==> config.mk <==
export PLATFORM = sky130hd
export DESIGN_NAME = seq_rotate_right
export DESIGN_NICKNAME = d
export VERILOG_FILES = /design/src/rtl/seq_rotate_right.sv
export SDC_FILE = /design/constraint.sdc
export NUM_CORES = 1
export LEC_CHECK = 0
export CORE_MARGIN = 3
export CORE_UTILIZATION = 42
export CTS_BUF_LIST = sky130_fd_sc_hd__clkbuf_4
export DETAILED_ROUTE_END_ITERATION = 16
export PLACE_DENSITY = 0.88
export SLEW_MARGIN = 20
export SYNTH_ARGS = -nofsm -noshare
export SYNTH_HDL_FRONTEND = slang
export SYNTH_SLANG_ARGS = --single-unit
==> constraint.sdc <==
create_clock -name clk -period 1.2 [get_ports clk]
set_input_delay 0.24 -clock clk [delete_from_list [all_inputs] [get_ports clk]]
set_output_delay 0.24 -clock clk [all_outputs]
set_load 0.02 [all_outputs]
==> src/rtl/seq_rotate_right.sv <==
// Iterative right-rotate / logical right-shift unit, one bit position per clock.
// Operand in and result out each use their own valid/ready handshake.
module seq_rotate_right #(
    parameter int WIDTH = 8,
    parameter int SW    = 3
) (
    input  logic             clk,
    input  logic             rst,
    input  logic             in_valid,
    output logic             in_ready,
    input  logic [WIDTH-1:0] A,
    input  logic [SW-1:0]    S,
    input  logic             LOG,
    output logic             out_valid,
    input  logic             out_ready,
    output logic [WIDTH-1:0] Y,
    output logic             busy
);

    typedef enum logic [1:0] {
        IDLE  = 2'd0,
        SHIFT = 2'd1,
        DONE  = 2'd2
    } state_t;

    state_t           state, state_next;
    logic [WIDTH-1:0] data, data_next;
    logic [SW-1:0]    cnt, cnt_next;
    logic             mode, mode_next;

    always_ff @(posedge clk or posedge rst) begin
        if (rst) begin
            state <= IDLE;
            data  <= '0;
            cnt   <= '0;
            mode  <= 1'b0;
        end else begin
            state <= state_next;
            data  <= data_next;
            cnt   <= cnt_next;
            mode  <= mode_next;
        end
    end

    always_comb begin
        state_next = state;
        data_next  = data;
        cnt_next   = cnt;
        mode_next  = mode;
        in_ready   = 1'b0;
        out_valid  = 1'b0;
        busy       = 1'b1;

        unique case (state)
            IDLE: begin
                in_ready = 1'b1;
                busy     = 1'b0;
                if (in_valid) begin
                    data_next  = A;
                    cnt_next   = S;
                    mode_next  = LOG;
                    state_next = (S == '0) ? DONE : SHIFT;
                end
            end
            SHIFT: begin
                // mode selects the bit entering at the MSB: zero fill or the wrapped LSB
                data_next = {(mode ? 1'b0 : data[0]), data[WIDTH-1:1]};
                cnt_next  = cnt - 1'b1;
                if (cnt == SW'(1))
                    state_next = DONE;
            end
            DONE: begin
                out_valid = 1'b1;
                if (out_ready)
                    state_next = IDLE;
            end
            default: begin
                state_next = IDLE;
            end
        endcase
    end

    assign Y = data;

endmodule
==> metrics.md, run 1 <==
| Metric | Value |
|---|---|
| Setup crit start kind | flip-flop |
| Syn Area/Cell | 9.71 um2 |
| P_leak | 0.627 nW |
| Layout cells sized above 1 | 44.5% |
| Core area | 1820 um2 |
| RSZ-0062 raised after global routing | true |
| Cell variety after synth | 27 |
| Max-capacitance violation count | 0 |
| Failing checks | negative setup slack |
| Worst-margin pin slew | 344 ps |
| Max-slew headroom | 76.9% |
| RePlAce Congestion | 0.828 |
| Final Worst Setup Slack | -112 ps |
| Design Power | 0.00377 W |
| FF+latch count, synth | 14 |
| Post-Syn Nets | 105 |
| Peak Freq | 762 MHz |
| Die Span Y | 50.8 um |
| Pwr dens | 2780 nW/um2 |
| Max incr delay on CP | 460 ps |
| Sequential fraction of the synthesis area | 41.5% |
| PortBufs | 26 |
| I/O pin total | 27 |
| Synthesized cell area | 845 um2 |
| Setup CP Type | flip-flop to output port |
| Initial antenna violation count | 0 |
| Vias in the first global route | 918 |
| DP HPWL | 1700 um |
| Antenna Cells | 0 |
| Global-route wire length before repair | 4530 um |
| Final hold vios | 0 |
| Clk_skew | 4.68 ps |
| Hold Buf Count CTS | 0 |
| CTS tree | done |
| CP Max Fanout | 4 |
| Period utilization | 109% |
| CTS Sinks | 14 |
| CTS root buffer | clkbuf_4 |
| Clk pwr share | 7.4% |
| Fin Hold WS | 313 ps |
| Post-Route WL | 2890 um |
| Count of non-filler cells in the finished layout | 162 |
| Most common cell after layout, fill and taps aside | buf_4 |
| CP arrival | 1070 ps |
| Status | finished, violations left |
| DRC viols | 0 |
| Ys flop type | dfrtp_1 |
| Dpl cells | 152 |
| DP Worst Slack | -300 ps |
| Num CTS Buffers | 3 |
| Setup TNS | -531 ps |
| Full die area | 2580 um2 |
| Post-synth EDFFs | 0 |
| Die width | 50.8 um |
| Switching share of power | 44.2% |
| Initial Utilization | 46.4% |
| FF-to-FF setup slack | -110 ps |
| Max clock buf depth | 2 |
| Vias | 863 |
| Comb pwr share | 68.6% |
| Asr flop ratio synth | 100% |
| Total GRT Usage | 24.2% |
| Vias per cell | 5.33 |
| Most frequent cells in the layout | buf_4, clkdlybuf4s50_1, dfrtp_1, o21ai_1 |
| Synth Instances | 87 |
| Crit path max-delay family | flip-flops |
| DR WL/cell | 17.8 um |
| Final count of negative-setup-slack endpoints | 9 |
| P_int | 0.00210 W |
| Reg clk slew, reported paths | 90 ps |
| Syn. warnings | 0 |
| Sequential power share | 23.9% |
| Hold Path Class | input port to asynchronous set/reset pin |
| Largest net degree at the start of global routing | 16 |
| Critical path required time | 960 ps |
| Post-route antenna net violation count | 0 |
| Max IR drop VDD | 1430 uV |
| Cell row count | 15 |
| Tmin final | 1310 ps |
| Clk_lat worst skew | 290 ps |
| Fill cells | 134 |
| CP endpoint kind | output port |
| Net switching power | 0.00167 W |
| Max Slew Vio Count | 0 |
| Gr ovfl total | 0 |
| Buf+Inv Stages, Crit Path | 1 |
| Worst path slowest cell | dfrtp_2 |
| Worst path cell trace | and2b_1, buf_6 |
| Drt first pass iters | 4 |
| Nets | 157 |
| # H-tree levels | 1 |
| Layout area overhead | 60.1% |
| Starting DRT DRC Count | 16 |
## logic make-up after synthesis
group / count (synthesis) / share of synthesized area, %
compound gates: 36 / 26.5
fa+ha+maj: 2 / 2.96
buf+inv: 13 / 8.74
flops: 14 / 41.5
mux: 2 / 2.96
simple gates: 20 / 17.3
## cell usage after synthesis (2+ instances only)
cell type	instances	area, um2
inv_1	6	22.5
dfrtp_1	14	350
ha_1	2	25.0
buf_6	2	22.5
nor2b_1	10	62.6
buf_2	2	10.0
o21ai_1	11	55.1
a21oi_1	11	55.1
a2bb2oi_1	2	17.5
nor2b_4	2	27.5
and2b_1	2	15.0
buf_4	2	15.0
a22oi_1	7	52.6
## power by group through the flow
stage          clock network [W]  logic [W]  registers, W
2_1_floorplan                  0    0.00112       0.00103
3_3_place_gp                   0    0.00207      0.000860
3_5_place_dp                   0    0.00213      0.000884
4_1_cts                 0.000285    0.00241      0.000890
5_1_grt                 0.000313    0.00278      0.000925
6_report                0.000280    0.00258      0.000901
## final cells by class
cell class | instances | area, um2 | share of cell area [%]
Multi-Input combinational cell | 60 | 470 | 34.8
Sequential cell | 14 | 353 | 26.1
Tap cell | 25 | 31.3 | 2.31
Inverter | 7 | 26.3 | 1.94
Clock buffer | 3 | 22.5 | 1.67
Timing Repair Buffer | 53 | 449 | 33.2
## tightest hold or removal path, delay by kind of cell
family   cells  cell delay [ps]
buf+inv      3              730
## per-stage QoR
stage	cell area, um2	util [%]
final	1350	74.3
after global routing	1350	74.3
after CTS	1360	74.6
after detailed placement	1240	68.3
after global placement	1240	68.3
after floorplan	850	-
## state kept, by name (all words and copies together), names as in the netlist
| name | flops |
|---|---|
| Y | 8 |
| cnt | 3 |
| state | 2 |
| mode | 1 |
## path summary, 6_finish.rpt
kind                                      startpoint                   end  cells past startpoint
worst min register to register      mode$_DFFE_PP0P_      mode$_DFFE_PP0P_                      1
worst max-delay path            state[0]$_DFFE_PP0P_             out_valid                      2
min in group clk                    mode$_DFFE_PP0P_      mode$_DFFE_PP0P_                      1
max in group asynchronous                        rst  state[1]$_DFFE_PP0P_                      3
worst min-delay path                             rst  state[0]$_DFFE_PP0P_                      3
worst max register to register  state[0]$_DFFE_PP0P_    cnt[2]$_DFFE_PP0P_                      5
## routing by layer
metal	track usage (%)	wire, um
met1	29.2	1140
met2	44.1	1610
met3	2.62	95
met4	8.52	46
met5	0	0
## repair_timing
item                                    CTS  global route
endpoints found under the setup margin   24            24
buffers inserted                          7             1
gates resized for setup                  50            17
pin swaps                                 2             5
(Power assumes the default switching activity.)
==> inputs of run 2 (changes only) <==
Settings changed: CORE_ASPECT_RATIO set to 0.7.
==> run 2 against run 1 <==
- the run still ends with negative setup slack left
- clock power is essentially flat
- final area down 6.9%
- critical path depth grew 1
- non-clock buffer count shrank 8
- via count shrank 0.81%
- sequential cell count unchanged
- worst setup slack gained 6.1 ps
- power decreased by 11%
- first-iteration DRC count increased by 110%
- combinational power is 16% lower
- worst hold slack worse by 64 ps
- sequential share of layout area rose by 1.8 points
- critical endpoint is now busy
- largest cell class unchanged
- largest power group unchanged
==> metrics.md, run 2 (same netlist as run 1, synthesis figures left out) <==
| Metric | Value |
|---|---|
| Num CTS Buffers | 3 (unchanged) |
| Peak Freq | 766 MHz (was 762 MHz) |
| Hold Buf Count CTS | 0 (unchanged) |
| RSZ-0062 raised after global routing | true (unchanged) |
| Critical path required time | 960 ps (about the same) |
| Failing checks | negative setup slack (unchanged) |
| Full die area | 2590 um2 (was 2580 um2) |
| Vias per cell | 5.59 (was 5.33) |
| Core area | 1740 um2 (was 1820 um2) |
| RePlAce Congestion | 0.849 (was 0.828) |
| Gr ovfl total | 0 (unchanged) |
| Final hold vios | 0 (unchanged) |
| CTS root buffer | clkbuf_4 (unchanged) |
| Initial antenna violation count | 0 (unchanged) |
| R2R Path End | state[0]$_DFFE_PP0P_ (was cnt[2]$_DFFE_PP0P_) |
| Largest net degree at the start of global routing | 18 (was 16) |
| Clk_lat worst skew | 290 ps (about the same) |
| Max Slew Vio Count | 0 (unchanged) |
| Initial Utilization | 48.5% (was 46.4%) |
| Hold Path Class | input port to asynchronous set/reset pin (unchanged) |
| CP Max Fanout | 3 (was 4) |
| Setup CP Type | flip-flop to output port (unchanged) |
| I/O pin total | 27 (unchanged) |
| Vias | 856 (was 863) |
| Switching share of power | 44.0% (was 44.2%) |
| Total GRT Usage | 21.1% (was 24.2%) |
| Post-route antenna net violation count | 0 (unchanged) |
| Max-slew headroom | 84.3% (was 76.9%) |
| Global-route wire length before repair | 4130 um (was 4530 um) |
| R2R depth | 3 (was 5) |
| Post-Route WL | 2420 um (was 2890 um) |
| Tmin final | 1310 ps (about the same) |
| Setup TNS | -571 ps (was -531 ps) |
| Most frequent cells in the layout | buf_4, clkdlybuf4s50_1, dfrtp_1 (was buf_4, clkdlybuf4s50_1, dfrtp_1, o21ai_1) |
| Pwr dens | 2650 nW/um2 (was 2780 nW/um2) |
| Layout cells sized above 1 | 34.8% (was 44.5%) |
| Max reg flops | 8 (unchanged) |
| Comb pwr share | 65.3% (was 68.6%) |
| Vias in the first global route | 886 (was 918) |
| CP arrival | 1070 ps (about the same) |
| DRC viols | 0 (unchanged) |
| Worst r2r src | state[0]$_DFFE_PP0P_ (unchanged) |
| Most common cell after layout, fill and taps aside | buf_4 (unchanged) |
| Starting DRT DRC Count | 33 (was 16) |
| Max clock buf depth | 2 (unchanged) |
| Final Worst Setup Slack | -106 ps (was -112 ps) |
| Clk_skew | 3.24 ps (was 4.68 ps) |
| Final count of negative-setup-slack endpoints | 11 (was 9) |
| P_int | 0.00187 W (was 0.00210 W) |
| Status | finished, violations left (unchanged) |
| Fin util | 72.3% (was 74.3%) |
| # H-tree levels | 1 (unchanged) |
| CTS tree | done (unchanged) |
| Die width | 59.6 um (was 50.8 um) |
| CP endpoint kind | output port (unchanged) |
| CP startpoint | state[0]$_DFFE_PP0P_ (unchanged) |
| Fill cells | 124 (was 134) |
| FF-to-FF setup slack | -80 ps (was -110 ps) |
| Drt first pass iters | 4 (unchanged) |
| Cell row count | 12 (was 15) |
| Max IR drop VDD | 1570 uV (was 1430 uV) |
| Net switching power | 0.00147 W (was 0.00167 W) |
| P_leak | 0.600 nW (was 0.627 nW) |
| Die Span Y | 43.5 um (was 50.8 um) |
| Worst-margin pin slew | 234 ps (was 344 ps) |
| Antenna Cells | 0 (unchanged) |
| DP HPWL | 1660 um (was 1700 um) |
| Post-CTS Setup Bufs | 0 (was 7) |
| Period utilization | 109% (about the same) |
| Layout area overhead | 49.0% (was 60.1%) |
| Setup crit start kind | flip-flop (unchanged) |
| Max-capacitance violation count | 0 (unchanged) |
| Clk pwr share | 8.4% (was 7.4%) |
| DR WL/cell | 15.8 um (was 17.8 um) |
| Reg clk slew, reported paths | 80 ps (was 90 ps) |
| CTS Sinks | 14 (unchanged) |
| Nets | 151 (was 157) |
| Sequential power share | 26.3% (was 23.9%) |
| PortBufs | 26 (unchanged) |
-- run 2: cell types whose count changed in the layout (fill, tap and decap cells not counted), moves of 2 or more --
cell      change
a22oi_1       +7
a22oi_2       -7
buf_4         -4
buf_6         -3
buf_2         +2
clkbuf_2      -2
nor2b_4       +2
-- run 2: how the worst max path moves through the flow --
stage	end	slack (ps)	cells after the start
after floorplan	cnt[2]$_DFFE_PP0P_	20	5
after global placement	Y[4]$_DFFE_PP0P_	-240	4
after detailed placement	Y[6]$_DFFE_PP0P_	-300	5
after CTS	out_valid	-90	2
after global routing	busy	-160	3
final	busy	-110	3
-- run 2: worst max-delay path, stage by stage (launching register included) --
cell	delay (ps)
dfrtp_1	440
nor2_4	170
inv_2	50
buf_6	120
-- run 2: layout make-up --
type	instances	area (um2)	share of cell area [%]
well taps	21	26.3	2.09
clock buffers	3	22.5	1.79
inverters	7	26.3	2.09
repair buffers	45	369	29.3
multi-input cells	62	459	36.5
flip-flops and latches	14	352	27.9
clock inverters	1	3.75	0.298
-- run 2: per-layer routing --
metal | track usage, % | wire length (um) | vias to the layer above
met5 | 0 | 0 | -
met4 | 5.31 | 51 | 0
met3 | 5.06 | 210 | 9
met2 | 35.5 | 1170 | 43
met1 | 27.4 | 991 | 401
li1 | - | - | 403
-- run 2: power groups by stage --
stage / sequential [W] / clock (W) / combinational [W]
floorplan: 0.00103 / 0 / 0.00112
global placement: 0.000855 / 0 / 0.00206
detailed placement: 0.000876 / 0 / 0.00211
CTS: 0.000868 / 0.000294 / 0.00220
global route: 0.000917 / 0.000319 / 0.00238
finish: 0.000878 / 0.000280 / 0.00218
-- run 2: repair_timing --
action,CTS,global route
resized for setup,46,11
cloned,2,0
setup endpoints to repair,24,24
-- run 2: through the flow --
stage / cell area (um2) / hold slack [ps] / total power, W / cells / setup WS, ps
global route: 1260 / 255 / 0.00362 / 153 / -156
global placement: 1230 / 499 / 0.00292 / 147 / -235
CTS: 1300 / 252 / 0.00336 / 153 / -88.9
detailed placement: 1230 / 509 / 0.00299 / 147 / -302
finish: 1260 / 249 / 0.00334 / 153 / -106
floorplan: 850 / 129 / 0.00216 / 87 / 23.0
==> inputs of run 3 (changes only) <==
Settings changed: CORE_UTILIZATION 42 to 44.
Clock period 1.2 ns to 1.32 ns, I/O delays scaled along.
==> run 3 against run 2 <==
- the flow now finishes without violations
- worst hold slack lost 84 ps
- first-iteration DRC count decreased by 52%
- sequential share of layout area shrank 1.1 points
- clock-buffer cell count is the same
- non-clock buffer count rose by 2
- sequential cell count unchanged
- sequential power down 9.5%
- worst setup slack better by 110 ps
- largest cell class is now buffers
- largest power group unchanged
==> metrics.md, run 3 (same netlist as run 1, synthesis figures left out) <==
| Metric | Value |
|---|---|
| R2R depth | 5 (was 3) |
| Fill cells | 118 (was 124) |
| Post-DP Area | 1240 um2 (was 1230 um2) |
| Hold Buf Count CTS | 0 (unchanged) |
| Critical path required time | 1060 ps (was 960 ps) |
| CP Max Fanout | 3 (unchanged) |
| R2R Path End | cnt[2]$_DFFE_PP0P_ (was state[0]$_DFFE_PP0P_) |
| Vias | 848 (was 856) |
| Vias per cell | 5.54 (was 5.59) |
| Worst path slowest cell | dfrtp_1 (unchanged) |
| Most common cell after layout, fill and taps aside | buf_4 (unchanged) |
| Worst-margin pin slew | 207 ps (was 234 ps) |
| Area of the multi-input gates | 429 um2 (was 459 um2) |
| Max incr delay on CP | 420 ps (was 440 ps) |
| Hold Path Class | input port to asynchronous set/reset pin (unchanged) |
| CP arrival | 1050 ps (was 1070 ps) |
| DR WL/cell | 15.6 um (was 15.8 um) |
| Global-route wire length before repair | 3880 um (was 4130 um) |
| Largest net degree at the start of global routing | 17 (was 18) |
| Antenna Cells | 0 (unchanged) |
| # H-tree levels | 1 (unchanged) |
| Register area | 350 um2 (was 352 um2) |
| Core area | 1700 um2 (was 1740 um2) |
| RSZ-0062 raised after global routing | true (unchanged) |
| Post-route antenna net violation count | 0 (unchanged) |
| Initial antenna violation count | 0 (unchanged) |
| I/O pin total | 27 (unchanged) |
| Cell row count | 12 (unchanged) |
| FF-to-FF setup slack | 30 ps (was -80 ps) |
| PortBufs | 26 (unchanged) |
| Final Worst Setup Slack | 2.48 ps (was -106 ps) |
| Initial Utilization | 49.8% (was 48.5%) |
| CP endpoint kind | output port (unchanged) |
| Tmin final | 1320 ps |
| Max clock buf depth | 2 (unchanged) |
| Die width | 58.4 um (was 59.6 um) |
| Clk_skew | 3.12 ps (was 3.24 ps) |
| Total GRT Usage | 21.1% (about the same) |
| Max-slew headroom | 86.1% (was 84.3%) |
| Worst path cell trace | nor2_2, inv_2, buf_6 (was nor2_4, inv_2, buf_6) |
| CTS root buffer | clkbuf_4 (unchanged) |
| Max IR drop VDD | 1520 uV (was 1570 uV) |
| Full die area | 2490 um2 (was 2590 um2) |
| Reg clk slew, reported paths | 90 ps (was 80 ps) |
| DP HPWL | 1790 um (was 1660 um) |
| Crit path depth | 3 (unchanged) |
| DRC viols | 0 (unchanged) |
| Setup TNS | 0 ps (was -571 ps) |
| Final count of negative-setup-slack endpoints | 0 (was 11) |
| Nets | 151 (unchanged) |
| Max-capacitance violation count | 0 (unchanged) |
| Pwr dens | 2340 nW/um2 (was 2650 nW/um2) |
| Layout area overhead | 54.5% (was 49.0%) |
| Clk_lat worst skew | 290 ps (about the same) |
| Most frequent cells in the layout | buf_4, clkdlybuf4s50_1, dfrtp_1 (unchanged) |
| Post-Route WL | 2390 um (was 2420 um) |
| Crit path max-delay family | flip-flops (unchanged) |
| CTS Sinks | 14 (unchanged) |
| Buf+Inv Stages, Crit Path | 2 (unchanged) |
| Final hold vios | 0 (unchanged) |
| Fin util | 76.9% (was 72.3%) |
| DP Worst Slack | -160 ps (was -302 ps) |
| Peak Freq | 759 MHz |
| Layout cells sized above 1 | 29.5% (was 34.8%) |
| P_leak | 0.614 nW (was 0.600 nW) |
| Num CTS Buffers | 3 (unchanged) |
| Max Slew Vio Count | 0 (unchanged) |
| Gr ovfl total | 0 (unchanged) |
| Worst r2r src | state[0]$_DFFE_PP0P_ (unchanged) |
| Drt first pass iters | 4 (unchanged) |
| CP startpoint | state[0]$_DFFE_PP0P_ (unchanged) |
| Setup crit start kind | flip-flop (unchanged) |
| Period utilization | 99.8% |
| Setup CP Type | flip-flop to output port (unchanged) |
| Post-route cell area | 1310 um2 (was 1260 um2) |
| Setup crit end | busy (unchanged) |
| Status | finished, final reports clean (was finished, violations left) |
| Vias in the first global route | 847 (was 886) |
| Design Power | 0.00305 W (was 0.00334 W) |
| RePlAce Congestion | 0.869 (was 0.849) |
| CTS tree | done (unchanged) |
| Max reg flops | 8 (unchanged) |
| Starting DRT DRC Count | 16 (was 33) |
| Die Span Y | 42.7 um (was 43.5 um) |
run 3: cell types whose count changed in the layout (fill, tap and decap cells not counted), moves of 2 or more:
| cell | change |
|---|---|
| nor2b_4 | -2 |
| buf_12 | +3 |
| dlygate4sd2_1 | +5 |
| buf_2 | -8 |
run 3: how the worst min path moves through the flow:
| stage | startpoint | to |
|---|---|---|
| finish | rst | cnt[1]$_DFFE_PP0P_ |
| detailed placement | rst | cnt[1]$_DFFE_PP0P_ |
| global placement | rst | Y[4]$_DFFE_PP0P_ |
| CTS | rst | cnt[1]$_DFFE_PP0P_ |
| global route | rst | cnt[1]$_DFFE_PP0P_ |
| floorplan | rst | Y[0]$_DFFE_PP0P_ |
run 3: timing repair:
action,4_1_cts,5_1_grt
gates resized for setup,22,10
setup buffers,1,2
endpoints found under the setup margin,11,13
pin swaps,1,1
run 3: power by group:
group          total (W)  switching, W  internal [W]
registers       0.000795      0.000156      0.000639
clock network   0.000261      0.000151      0.000110
logic            0.00199      0.000987       0.00101
run 3: layout make-up:
class	instances	area share (%)
Timing Repair Buffer	47	34.2
Tap cell	21	2.01
Clock buffer	3	1.73
Inverter	7	2.01
Sequential cell	14	26.8
Multi-Input combinational cell	60	32.9
Clock inverter	1	0.288
run 3: layer usage:
metal  GRT usage (%)  routed length (um)  vias to the layer above
met5               0                   0                        -
met1            25.4                 944                      408
met4            6.48                  48                        0
li1                -                   -                      396
met2            35.4                1210                       38
met3            6.99                 186                        6
run 3: stage by stage:
step / hold slack [ps] / instances
after floorplan: 153 / 87
after global placement: 479 / 146
after detailed placement: 478 / 146
after CTS: 164 / 151
after global routing: 179 / 153
final: 165 / 153
==> edit 1: new RTL, settings of run 3 <==
Change the parameter `SW` from 3 to 5.
--- a/src/rtl/seq_rotate_right.sv
+++ b/src/rtl/seq_rotate_right.sv
@@ -2,7 +2,7 @@
 // Operand in and result out each use their own valid/ready handshake.
 module seq_rotate_right #(
     parameter int WIDTH = 8,
-    parameter int SW    = 3
+    parameter int SW    = 5
 ) (
     input  logic             clk,
     input  logic             rst,
Ports: changed (resized S); port bits go from 27 to 29. No check against the original RTL was run, so the function may have changed too.
==> edit 1 against run 3 <==
Non-clock buffer count fell by 3; highest routed layer unchanged; wire length grew 10%; sequential cell count up 2; synthesized cell count is 14% higher; clock skew rose by 0.010 ns; area after synthesis increased by 7.4%; count of clock-buffer cells in the layout is the same; global-route usage rose by 0.60 points; first-iteration DRC count is 130% higher; the run now ends with negative setup slack left; largest cell class is now multi-input gates; setup slack got worse by 0.076 ns; cell area is 6.8% higher; total power increased by 6.5%.
==> edit 1: results (changes against run 3) <==
RUN_STATUS='complete, but fails checks'
VIOLATIONS='negative setup slack'
FIN_NETS=163  # +7.9%
FINAL-SETUP-VIOL-COUNT=6  # +6
DETAILEDPLACE.WORSTSLACK_NS=-0.200  # -0.0392 ns
WORST_SKEW_PAIR_LATENCY_NS=0.30
SYNTHTOPCELLSBYCOUNT='16 x sky130_fd_sc_hd__dfrtp_1, 10 x sky130_fd_sc_hd__nand2_1, 8 x sky130_fd_sc_hd__a31oi_1, 8 x sky130_fd_sc_hd__o21ai_0'
DRTITER0DRC=37  # +21
SHARE_OF_THE_YOSYS_CHIP_AREA_BELONGING_TO_REGISTERS=0.441  # +0.0266
HOLD_PATH_CLASS='input pin to asynchronous set/reset pin'
LAYOUT_SETUP_WS_NS=-0.0731  # -0.0756 ns
POST_SYNTH_NUM_CELL_TYPES=30  # +11%
YS_TOP_CELLS_BY_AREA='sky130_fd_sc_hd__dfrtp_1 44%, sky130_fd_sc_hd__a31oi_1 5.5%, sky130_fd_sc_hd__and2_1 4.8%'
CLOCK_TREE.ROOT_CELL='sky130_fd_sc_hd__clkbuf_4'
NUMBER_OF_ANTENNA_VIOLATIONS_AT_THE_FIRST_CHECK_IN_GLOBAL_ROUTING=0  # unchanged
TOTAL_GRT_USAGE=0.217  # +0.00597
POST_SYNTHESIS_NET_COUNT=119  # +13%
GRT_START_MAX_NET_PINS=23  # +6
TIMING.CRITICAL_PATH.SLOWEST_STAGE_CELL='sky130_fd_sc_hd__dfrtp_1'
LEAKAGEPOWER_nW=0.610  # -0.64%
VIAS_PER_CELL=5.69  # +2.6%
INTERNAL_POWER_mW=1.87  # +6.5%
FIRST_GLOBAL_VIAS=894  # +5.5%
FINALSETUPTNS_NS=-0.296  # -0.296 ns
GRT_PASS1_WL_UM=4150  # +6.9%
POST_ROUTE_CELLS_DRIVE_ABOVE_1_SHARE=0.268  # -0.0278
WORST_SLEW_PIN_SLEW_NS=0.279  # +0.0718 ns
PLACE.DETAILED.HPWL_UM=1860  # +3.8%
CTS_BUFFERS=3  # unchanged
VDD_IR_MAX_uV=2160  # +42%
FIN_WORST_SKEW_NS=0.0135  # +0.0103 ns
DRT-WIRELENGTH-PER-CELL_UM=16.0  # +2.7%
PLACE.PORT_BUFFERS=28  # +7.7%
CP_DATA_ARRIVAL_TIME_NS=1.13  # +0.08 ns
GP_CONGESTION=0.887  # +2.1%
[edit 1: changes by cell type in the layout (fill, tap and decap cells not counted), sizes merged, moves of 6 or more]
cell,run 3,this run
nand2,1,10
nor2b,12,3
a22oi,8,0
a31oi,0,8
and2,0,7
o22a,0,6
[edit 1: final timing paths]
path	to	slack, ns	cells past startpoint
max in group asynchronous	state[1]$_DFFE_PP0P_	0.86	3
hold / removal	cnt[4]$_DFFE_PP0P_	0.26	3
min in group clk	cnt[4]$_DFFE_PP0P_	0.51	1
setup / recovery	busy	-0.07	4
setup reg to reg	cnt[2]$_DFFE_PP0P_	-0.06	5
hold reg to reg	cnt[4]$_DFFE_PP0P_	0.51	1
[edit 1: routing by layer]
metal	GRT usage	part of all wire	wire (um)
met5	0	0	0
met4	0.0442	0.0072	19
met3	0.0565	0.047	123
met2	0.371	0.51	1340
met1	0.277	0.44	1150
[edit 1: final cells by class]
class	instances	area (sq um)
Fill cell	144	509
Timing Repair Buffer	44	415
Inverter	8	30.0
Clock inverter	1	3.75
Sequential cell	16	403
Clock buffer	3	22.5
Tap cell	22	27.5
Multi-Input combinational cell	70	492
[edit 1: critical path, delay by kind of cell, from the launching register on]
family / cells / cell delay (ns)
buffers and inverters: 3 / 0.29
and+or+nand+nor: 1 / 0.12
DFF: 1 / 0.42
[edit 1: timing repair]
| item | CTS | global route |
|---|---|---|
| gates resized for setup | 25 | 26 |
| endpoints found under the setup margin | 16 | 20 |
| buffers inserted | 4 | 1 |
| pin swaps | 0 | 3 |
[edit 1: cell families (layout without fill, tap and decap cells)]
logic type	after synthesis	after routing	synth area share
muxes	1	1	0.0124
buffers and inverters	13	56	0.0648
and+or+nand+nor	31	31	0.183
AOI/OAI and AO/OA	36	36	0.270
adders and majority gates	2	2	0.0276
DFF	16	16	0.441
[edit 1: per-stage QoR]
| step | utilization | std cells | cell area [sq um] | total power [mW] |
|---|---|---|---|---|
| after global routing | 0.732 | 164 | 1390 | 3.50 |
| after floorplan | - | 99 | 907 | 1.97 |
| after global placement | 0.671 | 156 | 1280 | 2.63 |
| after detailed placement | 0.671 | 156 | 1280 | 2.69 |
| final | 0.732 | 164 | 1390 | 3.25 |
| after CTS | 0.703 | 164 | 1340 | 3.00 |
[edit 1: power by group through the flow]
| stage | Sequential (mW) | Combinational (mW) | Clock (mW) |
|---|---|---|---|
| 5_1_grt | 0.937 | 2.26 | 0.302 |
| 2_1_floorplan | 1.00 | 0.964 | 0 |
| 4_1_cts | 0.885 | 1.84 | 0.281 |
| 3_3_place_gp | 0.905 | 1.73 | 0 |
| 6_report | 0.906 | 2.07 | 0.272 |
| 3_5_place_dp | 0.919 | 1.77 | 0 |
==> edit 2: new RTL, settings of run 3 <==
Without the edit above. Re-encode `state_t` (3 states) as one-hot, 3 bits wide.
--- a/src/rtl/seq_rotate_right.sv
+++ b/src/rtl/seq_rotate_right.sv
@@ -17,10 +17,10 @@
     output logic             busy
 );
 
-    typedef enum logic [1:0] {
-        IDLE  = 2'd0,
-        SHIFT = 2'd1,
-        DONE  = 2'd2
+    typedef enum logic [2:0] {
+        IDLE  = 3'b001,
+        SHIFT = 3'b010,
+        DONE  = 3'b100
     } state_t;
 
     state_t           state, state_next;
Function: same outputs for any inputs over 10 cycles, from zero or initial values and one cycle with rst high; not proved beyond that.
==> edit 2 against run 3 <==
The flow now finishes with violations (negative setup slack); area after synthesis fell by 6.1%; count of clock-buffer cells in the layout up 1; cell area decreased by 3.1%; global-route usage is 0.73 points higher; hold slack better by 0.020 ns; cell count decreased by 5.9%; total power down 3.1%; first-iteration DRC count is 100% higher; setup slack got worse by 0.15 ns; sequential share of layout area increased by 3.0 points; wire length is 1.9% higher; sequential cell count is 1 higher; largest cell class is now multi-input gates; largest power group unchanged.
==> edit 2: results (changes against run 3) <==
POST_SYNTHESIS_NET_COUNT=100  # -4.8%
GRT_START_MAX_NET_PINS=12  # -5
SYNTHTOPCELLSBYCOUNT='14 x sky130_fd_sc_hd__dfrtp_1, 11 x sky130_fd_sc_hd__nand2_1, 9 x sky130_fd_sc_hd__nor2_1'
GRT_UTIL_MET2=0.327  # -0.0269
MULTI_INPUT_CELLS=58  # -3.3%
POST_SYNTH_INST_COUNT=82  # -5.7%
FINAL-SETUP-VIOL-COUNT=12  # +12
VIOLATIONS='negative setup slack'
WL_MET1_UM=1010  # +6.7%
FINALSETUPTNS_NS=-0.794  # -0.794 ns
GRT_UTIL_MET1=0.297  # +0.0433
PLACE.DETAILED.HPWL_UM=1560  # -13%
SEQUENTIALPOWERSHARE=0.294  # +0.033
DP.CELLS=136  # -6.8%
RUN_STATUS='complete, but fails checks'
POST-ROUTE-UTIL=0.773  # +0.00376
WORST_SLEW_MARGIN_REL=0.814  # -0.0476
FINAL.CLKBUF_COUNT=4  # +1
CP_DATA_ARRIVAL_TIME_NS=1.20  # +0.15 ns
LAYOUT_SETUP_WS_NS=-0.148  # -0.150 ns
LAYOUT.NONCLK_BUF_FRAC=0.284  # -0.0584
FIN_WORST_SKEW_NS=0.00548  # +0.00237 ns
YS_TOP_CELLS_BY_AREA='sky130_fd_sc_hd__dfrtp_1 44%, sky130_fd_sc_hd__nand2_1 5.2%, sky130_fd_sc_hd__nor2_1 4.3%'
DRTITER0DRC=32  # +16
SEQ_AREA_FRAC=0.299  # +0.0303
[edit 2: repair_timing]
action	CTS	global route
setup buffers	0	1
gates cloned	3	0
resized for setup	32	13
pin swaps	1	10
endpoints found under the setup margin	24	22
[edit 2: kinds of logic after synthesis]
group           synth area share
compound gates             0.188
fa+ha+maj                 0.0315
buf+inv                   0.0725
flops                      0.475
simple gates               0.233
[edit 2: worst paths after layout]
| check | start | end | slack (ns) |
|---|---|---|---|
| worst max-delay path | state[0]$_DFFE_PP1P_ | busy | -0.15 |
| worst min-delay path | rst | Y[3]$_DFFE_PP0P_ | 0.19 |
| worst max register to register | state[2]$_DFFE_PP0P_ | cnt[1]$_DFFE_PP0P_ | -0.08 |
| worst min register to register | Y[4]$_DFFE_PP0P_ | Y[4]$_DFFE_PP0P_ | 0.56 |
| max in group asynchronous | rst | Y[4]$_DFFE_PP0P_ | 0.72 |
| min in group clk | A[3] | Y[3]$_DFFE_PP0P_ | 0.53 |
